===== config.mk =====
export PLATFORM = sky130hd
export DESIGN_NAME = alu_scheduler
export DESIGN_NICKNAME = d
export VERILOG_FILES = /design/src/rtl/alu_scheduler.sv
export SDC_FILE = /design/constraint.sdc
export NUM_CORES = 1
export LEC_CHECK = 0
export BUFFER_PORTS_ARGS = -buffer_cell sky130_fd_sc_hd__buf_2
export CAP_MARGIN = 30
export CORE_ASPECT_RATIO = 0.75
export CORE_MARGIN = 10
export CORE_UTILIZATION = 45
export CTS_CLUSTER_DIAMETER = 120
export DETAILED_ROUTE_END_ITERATION = 16
export PLACE_DENSITY = 0.79
export SYNTH_ARGS = -nofsm -noshare
export SYNTH_HDL_FRONTEND = slang
export SYNTH_SLANG_ARGS = --single-unit

===== constraint.sdc =====
create_clock -name clock -period 1.9 [get_ports clock]
set_clock_uncertainty 0.15 [all_clocks]
set_input_delay 0.095 -clock clock [delete_from_list [all_inputs] [get_ports clock]]
set_output_delay 0.095 -clock clock [all_outputs]
set_load 0.05 [all_outputs]

===== src/rtl/alu_scheduler.sv =====
// alu_scheduler: round-robin arbiter that sequences the shared 8-bit ALU
// through issue/capture/respond for the sequencer (0) and the index unit (1).

package control;

  typedef enum logic [2:0] {
    NOP = 3'd0,
    ADD = 3'd1,
    SUB = 3'd2,
    AND = 3'd3,
    OR  = 3'd4,
    XOR = 3'd5,
    SHL = 3'd6,
    RSV = 3'd7
  } alu_op_e;

  typedef enum logic [1:0] {
    NONE  = 2'd0,
    ZERO  = 2'd1,
    CARRY = 2'd2
  } alu_flag_e;

endpackage

module alu_scheduler
  import control::*;
(
  input  logic            clock,
  input  logic            reset,
  input  logic [1:0]      req_valid,
  output logic [1:0]      req_ready,
  input  alu_op_e         req_op0,
  input  alu_op_e         req_op1,
  input  logic [7:0]      req_a0,
  input  logic [7:0]      req_a1,
  input  logic [7:0]      req_b0,
  input  logic [7:0]      req_b1,
  output logic [1:0]      rsp_valid,
  input  logic [1:0]      rsp_ready,
  output logic [7:0]      rsp_data,
  output alu_flag_e       rsp_flag,
  output alu_op_e         alu_op,
  output logic [7:0]      alu_reg1,
  output logic [7:0]      alu_reg2,
  output logic            alu_enable,
  input  logic [7:0]      alu_result,
  input  alu_flag_e       alu_flag,
  output logic            busy
);

  typedef enum logic [1:0] {
    IDLE    = 2'd0,
    ISSUE   = 2'd1,
    CAPTURE = 2'd2,
    RESPOND = 2'd3
  } state_e;

  function automatic logic [1:0] onehot2(input logic idx);
    return idx ? 2'b10 : 2'b01;
  endfunction

  state_e     state_r;
  logic       last_r;
  logic       winner_r;
  alu_op_e    op_r;
  logic [7:0] a_r;
  logic [7:0] b_r;
  logic [7:0] data_r;
  alu_flag_e  flag_r;
  logic [1:0] rsp_valid_r;
  logic       enable_r;
  logic       busy_r;

  logic       winner_s;
  logic [1:0] grant_s;
  logic       accept_s;
  logic       done_s;

  // Round-robin winner, combinational grant in IDLE, response completion.
  always_comb begin
    winner_s = 1'b0;
    grant_s  = 2'b00;
    accept_s = 1'b0;
    done_s   = 1'b0;
    if (req_valid == 2'b11) begin
      winner_s = ~last_r;
    end else if (req_valid == 2'b10) begin
      winner_s = 1'b1;
    end else begin
      winner_s = 1'b0;
    end
    // Gated by reset so the grant never shows while the block is being cleared.
    if ((state_r == IDLE) && !reset && (req_valid != 2'b00)) begin
      grant_s = onehot2(winner_s);
    end else begin
      grant_s = 2'b00;
    end
    accept_s = ((grant_s & req_valid) != 2'b00);
    if (state_r == RESPOND) begin
      done_s = rsp_ready[winner_r];
    end else begin
      done_s = 1'b0;
    end
  end

  // Sequencer FSM with registered ALU drive and response outputs.
  always_ff @(posedge clock) begin
    if (reset) begin
      state_r     <= IDLE;
      last_r      <= 1'b1;
      winner_r    <= 1'b0;
      op_r        <= NOP;
      a_r         <= 8'h00;
      b_r         <= 8'h00;
      data_r      <= 8'h00;
      flag_r      <= NONE;
      rsp_valid_r <= 2'b00;
      enable_r    <= 1'b0;
      busy_r      <= 1'b0;
    end else begin
      case (state_r)
        IDLE: begin
          if (accept_s) begin
            winner_r <= winner_s;
            op_r     <= winner_s ? req_op1 : req_op0;
            a_r      <= winner_s ? req_a1 : req_a0;
            b_r      <= winner_s ? req_b1 : req_b0;
            busy_r   <= 1'b1;
            state_r  <= ISSUE;
          end else begin
            state_r  <= IDLE;
          end
        end
        ISSUE: begin
          enable_r <= 1'b1;
          state_r  <= CAPTURE;
        end
        CAPTURE: begin
          // Op stays on the ALU here: its CARRY qualification depends on it.
          data_r      <= alu_result;
          flag_r      <= alu_flag;
          enable_r    <= 1'b0;
          rsp_valid_r <= onehot2(winner_r);
          state_r     <= RESPOND;
        end
        RESPOND: begin
          if (done_s) begin
            rsp_valid_r <= 2'b00;
            last_r      <= winner_r;
            busy_r      <= 1'b0;
            state_r     <= IDLE;
          end else begin
            state_r     <= RESPOND;
          end
        end
        default: begin
          rsp_valid_r <= 2'b00;
          enable_r    <= 1'b0;
          busy_r      <= 1'b0;
          state_r     <= IDLE;
        end
      endcase
    end
  end

  assign req_ready  = grant_s;
  assign rsp_valid  = rsp_valid_r;
  assign rsp_data   = data_r;
  assign rsp_flag   = flag_r;
  assign alu_op     = op_r;
  assign alu_reg1   = a_r;
  assign alu_reg2   = b_r;
  assign alu_enable = enable_r;
  assign busy       = busy_r;

endmodule


==> results.tsv, run 1 <==
stage	metric	value	unit
placed_design	hpwlAfterDp	4070	µm
power_and_ir_drop	powerDensity	1050	mW/mm²
routing	wl_per_cell	17.2	µm
worst_setup_path	required	1.65	ns
routing	via_count	2126	
grt	grt_pass1_wl	10900	µm
cells_and_area	multi_input_area	893	µm²
worst_setup_path	crit_path_max_fanout	5	
synth	synth_warnings	0	
timing	tightest_slew	0.381	ns
worst_setup_path	worstSetupPathType	flip-flop to output port	
die	io_pins	89	
timing	timing.hold.ws	0.0356	ns
synth	async_flop_share	0	%
run	drv_cap	0	
routing	drc	0	
synth	synth-seq-cells	37	
die	core_area	0.00371	mm²
synth	syn-mean-instance-area	9.00	µm²
cells_and_area	seqCellArea	742	µm²
cts	cts-root-buf	clkbuf_8	
cts	cts_buffer_depth	2	
cts	cts_tree	done	
routing	first_pass_iters	5	
worst_setup_path	cpPeakStageDelay	0.35	ns
worst_setup_path	path_delay_family	simple AND/OR/NAND/NOR gates	
synth	synthTopCellsByArea	dfxtp_1, a31oi_1, mux2i_1	
timing	tns	0	ns
cts	cts.clk_slew.worst_paths	0.07	ns
worst_setup_path	crit_path_start_kind	flip-flop	
placed_design	place_congestion	0.768	
grt	grt_max_degree	30	
synth	syn-num-nets	254	
worst_setup_path	worstPathCellList	inv_1, ha_2, and2b_2, and3_1, buf_4	
synth	ys.flop_type	dfxtp_1	
worst_hold_path	worstHoldPathType	input port to flip-flop	
synth	synth_cell_types	32	
routing	drtIter0Drc	150	
power_and_ir_drop	power	3.03	mW
timing	relSlewSlack	74.6	%
cells_and_area	final_nets	397	
synth	yosysSeqAreaShare	42.0	%
cts	numCtsBuffers	5	
cells_and_area	fillers	233	
placed_design	port_buffers	88	
routing	wl	6740	µm
worst_setup_path	cp-end-kind	output port	
timing	setup_viol	0	
run_status	status	finished clean	
die	rows	19	
timing	hold_violations	0	
synth	synth_top_area_share	42.0	%
power_and_ir_drop	cellLeakagePower	1.27	nW
cells_and_area	drive_above_1_share	37.6	%
routing	ant_nets	0	
cts	htreeDepth	2	
grt	grt_pass1_vias	2189	
cells_and_area	antenna_cells	0	
die	die_h	74.2	µm
cts	cts_sinks	37	
die	die_w	92.3	µm
timing	fin_crit_sh	94.3	%
timing	slew_viol_final	0	
die	die_area	0.00685	mm²
synth	synthDominantAreaCellType	dfxtp_1	
routing	viasPerCell	5.42	
timing	fmax	0.558	GHz
grt	antenna_found_initial	0	
synth	synth_edf_count	0	
synth	synth_common_cells	dfxtp_1, a31oi_1, nand4_1, o21ai_0, nor2_1	
die	initial_utilization	47.6	%
cts	clk_latency	0.29	ns
worst_setup_path	arrival	1.55	ns
power_and_ir_drop	ir_worst_vdd	767	µV
synth	synthMostInstantiatedCell	dfxtp_1	
timing	rsz0062_at_grt	no	
grt	grt_util_all_layers	19.5	%
worst_setup_path	crit_buf_inv	2	
timing	min_period	1.79	ns
cells_and_area	synthToLayoutAreaGrowth	63.0	%
synth	synth_cells	196	
worst_setup_path	cp_slowest_cell	dfxtp_1	
synth	synthesis.area	0.00176	mm²
grt	overflow	0	
==> flip-flops by register name, indices dropped and copies added, names as in the netlist <==
name / count
rsp_flag: 2
alu_enable: 1
last_r: 1
rsp_data: 8
alu_op: 3
winner_r: 1
alu_reg1: 8
rsp_valid: 2
busy: 1
alu_reg2: 8
state_r: 2
==> layer usage <==
layer | vias up | GRT usage [%] | part of all wire [%]
met4 | 0 | 8.36 | 3.8
met1 | 957 | 21.9 | 40
met2 | 135 | 33.8 | 47
li1 | 1008 | - | -
met5 | - | 0 | 0
met3 | 26 | 6.23 | 8.8
==> through the flow <==
| stage | cells | setup slack (ns) | instance area (µm²) | util [%] |
|---|---|---|---|---|
| floorplan | 196 | 0.254 | 1760 | - |
| global placement | 331 | 0.270 | 2260 | 60.9 |
| detailed placement | 331 | 0.222 | 2260 | 60.9 |
| CTS | 389 | 0.0105 | 2850 | 76.8 |
| global route | 392 | 0.0407 | 2880 | 77.5 |
| finish | 392 | 0.108 | 2880 | 77.5 |
==> power by group <==
group	switching, mW	internal (mW)	total (mW)
clock network	0.281	0.254	0.536
registers	0.0906	0.924	1.01
logic	0.952	0.530	1.48
total	1.32	1.71	3.03
==> worst min-delay path, cell delays in order <==
cell     delay (ns)
buf_2          0.10
mux2i_2        0.09
nor2_1         0.09
nor3_1         0.05
==> cell type report <==
cell class,count,area share (%)
Inverter,5,0.653
Multi-Input combinational cell,135,31.1
Tap cell,52,2.26
Timing Repair Buffer,155,37.3
Clock inverter,2,0.348
Sequential cell,37,25.8
Clock buffer,6,2.52
==> cells in the final DEF (no fill, tap or decap) <==
| master | n |
|---|---|
| or3_1 | 1 |
| a21oi_1 | 4 |
| o21ai_1 | 1 |
| nand3_2 | 10 |
| dfxtp_2 | 1 |
| dlygate4sd3_1 | 50 |
| inv_1 | 4 |
| ha_2 | 1 |
| mux2i_2 | 1 |
| ha_1 | 3 |
| o21ai_0 | 19 |
| and3_1 | 2 |
| mux2i_1 | 12 |
| a2bb2oi_1 | 1 |
| and3b_1 | 1 |
| nand2b_1 | 5 |
| nand4_1 | 19 |
| inv_2 | 1 |
| dfxtp_1 | 36 |
| and2b_2 | 1 |
| nor2b_1 | 1 |
| buf_2 | 86 |
| a31oi_1 | 20 |
| o21bai_1 | 2 |
| nand3_1 | 9 |
| clkbuf_8 | 5 |
| o211ai_1 | 2 |
| nor2_1 | 16 |
| buf_4 | 19 |
| clkinv_2 | 2 |
| nand2_1 | 2 |
| nor3_1 | 1 |
| a211oi_2 | 1 |
| clkbuf_1 | 1 |
==> cells by family (layout without fill, tap and decap cells) <==
logic type,count (synthesis),count (layout),synth area share (%)
buffers and inverters,24,168,7.59
adder cells (fa/ha/maj),4,4,2.84
multiplexers,13,13,7.59
AO/OA/AOI/OAI,50,50,16.8
flip-flops,37,37,42.0
AND/OR/NAND/NOR,68,68,23.2
==> worst paths after layout <==
| kind | startpoint | end | slack (ns) | cells past startpoint |
|---|---|---|---|---|
| worst max-delay path | state_r[0] | req_ready[1] | 0.11 | 5 |
| worst min-delay path | rsp_ready[0] | rsp_valid[1] | 0.04 | 4 |
| worst max register to register | state_r[0] | alu_reg1[2] | 0.25 | 6 |
| worst min register to register | state_r[1] | state_r[1] | 0.33 | 1 |
==> repair_timing <==
action	in CTS	in global routing
gates resized for setup	3	3
hold endpoints to repair	31	0
setup endpoints to repair	2	2
setup buffers	0	3
hold buffers	50	0
Note: power is estimated with default switching activity, not from simulation.
==> run 2, diff against run 1 <==
Settings changed: CORE_ASPECT_RATIO 0.75 to 1.5.
Clock period 1.9 ns to 2 ns, I/O delays scaled along.
==> run 2 against run 1 <==
Global-route usage shrank 1.2 points. Hold slack lost 0.0082 ns. Highest routed layer unchanged. First-iteration DRC count grew 71%. Final cell count shrank 4.1%. Sequential power shrank 5%. Die area grew 0.38%. Count of clock-buffer cells in the layout grew 1. Register-to-register slack gained 0.04 ns.
==> results.tsv, run 2 (same netlist as run 1, synthesis figures left out) <==
stage	metric	value	unit
power_and_ir_drop	cellLeakagePower	1.24	nW
worst_setup_path	r2r_end	alu_reg1[3]	
routing	first_pass_iters	5	
routing	wl	6530	µm
run_status	status	finished clean	
placed_design	hpwlAfterDp	4100	µm
worst_hold_path	whs_path_depth	4	
grt	overflow	0	
die	rows	27	
timing	rsz0062_at_grt	no	
cts	cts.clk_slew.worst_paths	0.07	ns
worst_setup_path	cpPeakStageDelay	0.40	ns
die	initial_utilization	47.5	%
cells_and_area	synthToLayoutAreaGrowth	59.6	%
timing	relSlewSlack	68.3	%
run	drv_cap	0	
routing	drc	0	
power_and_ir_drop	ir_worst_vdd	959	µV
worst_setup_path	crit_path_start_kind	flip-flop	
grt	antenna_found_initial	1	
timing	tns	0	ns
cts	cts_buffer_depth	2	
placed_design	place_ws	0.0241	ns
timing	fin_crit_sh	96.5	%
cts	cts_tree	done	
routing	ant_nets	0	
worst_setup_path	worstSetupPathType	flip-flop to output port	
cts	numCtsBuffers	5	
timing	fmax	0.518	GHz
timing	slew_viol_final	0	
worst_setup_path	worstPathCellList	inv_1, ha_1, and2b_2, and3_1, buf_2	
cells_and_area	design_area	0.00282	mm²
die	core_area	0.00372	mm²
die	die_w	71.1	µm
worst_hold_path	whs_endpoint	last_r	
cts	cts_sinks	37	
cells_and_area	final_common_cell	buf_2	
worst_setup_path	r2r_cells	5	
worst_setup_path	cp-end-kind	output port	
grt	grt_max_degree	22	
cts	htreeDepth	2	
routing	viasPerCell	5.58	
routing	via_count	2097	
placed_design	place_congestion	0.885	
timing	setup_viol	0	
worst_setup_path	rrSetupSlack	0.29	ns
routing	wl_per_cell	17.4	µm
worst_setup_path	cp_slowest_cell	dfxtp_1	
cells_and_area	final_nets	389	
cells_and_area	layout_common_cells	buf_2, dlygate4sd3_1, dfxtp_1	
die	die_h	96.7	µm
cts	cts-root-buf	clkbuf_8	
placed_design	postPlaceCellArea	0.00222	mm²
timing	hold_violations	0	
worst_setup_path	crit_path_max_fanout	7	
timing	finalWorstSetupSlack	0.0698	ns
timing	min_period	1.93	ns
die	die_area	0.00688	mm²
die	io_pins	89	
grt	grt_util_all_layers	18.3	%
worst_setup_path	r2r-start	state_r[1]	
worst_setup_path	required	1.75	ns
grt	grt_pass1_wl	10600	µm
worst_hold_path	min_from	rsp_ready[0]	
cells_and_area	drive_above_1_share	36.4	%
placed_design	port_buffers	88	
worst_setup_path	arrival	1.68	ns
cts	clk_latency	0.28	ns
routing	drtIter0Drc	256	
timing	tightest_slew	0.476	ns
grt	grt_pass1_vias	2116	
power_and_ir_drop	powerDensity	1020	mW/mm²
worst_hold_path	worstHoldPathType	input port to flip-flop	
run 2: per-stage QoR:
step                hold slack [ns]  util [%]  total power [mW]  std cells
global route                 0.0492      75.8              3.02        376
floorplan                    0.0941         -              1.92        196
global placement              0.180      59.7              2.19        318
finish                       0.0274      75.8              2.87        376
CTS                          0.0245      75.7              2.86        375
detailed placement            0.194      59.7              2.21        318
run 2: routing by layer:
layer  up-vias  track usage (%)  wire length [µm]  part of all wire (%)
li1        993                -                 -                     -
met1       978             21.3              2540                    39
met2       105             29.1              3130                    48
met3        21             6.22               575                   8.8
met4         0             8.77               280                   4.3
met5         -                0                 0                     0
run 2: what timing repair did:
| action | in CTS | in global routing |
|---|---|---|
| gates cloned | 0 | 0 |
| buffers inserted | 0 | 0 |
| setup endpoints to repair | 9 | 2 |
| hold endpoints to repair | 30 | 0 |
| hold buffers | 49 | 0 |
| gates resized for setup | 1 | 1 |
run 2: report_power, final:
part | switching [mW] | internal, mW | leakage (nW) | total (mW)
Clock | 0.262 | 0.312 | 0.0542 | 0.573
Combinational | 0.898 | 0.442 | 0.883 | 1.34
Sequential | 0.0824 | 0.876 | 0.302 | 0.958
Total | 1.24 | 1.63 | 1.24 | 2.87
run 2: how the worst max path moves through the flow:
stage                from            to  slack [ns]  depth (start not counted)
6_report       state_r[1]  req_ready[0]        0.07                          5
5_1_grt        state_r[1]  req_ready[0]      0.0009                          5
4_1_cts        state_r[1]  req_ready[1]        0.04                          5
3_5_place_dp   state_r[1]   alu_reg1[1]        0.02                          5
3_3_place_gp   state_r[1]   alu_reg1[3]         0.1                          5
2_1_floorplan  state_r[1]      winner_r        0.35                          5
run 2: area by class of cell:
type | instances | area, µm²
fill | 250 | 901
timing repair buffer | 147 | 1010
clock inverter | 1 | 5.00
clock buffer | 7 | 96.3
multi-input combinational | 135 | 892
antenna | 1 | 2.50
sequential | 37 | 741
tap | 43 | 53.8
inverter | 5 | 18.8
run 2: worst max-delay path, delay by kind of cell, from the launching register on:
| kind | cells | cell delay [ns] |
|---|---|---|
| adder cells (fa/ha/maj) | 1 | 0.23 |
| buffers and inverters | 2 | 0.31 |
| flip-flops | 1 | 0.40 |
| AND/OR/NAND/NOR | 2 | 0.46 |
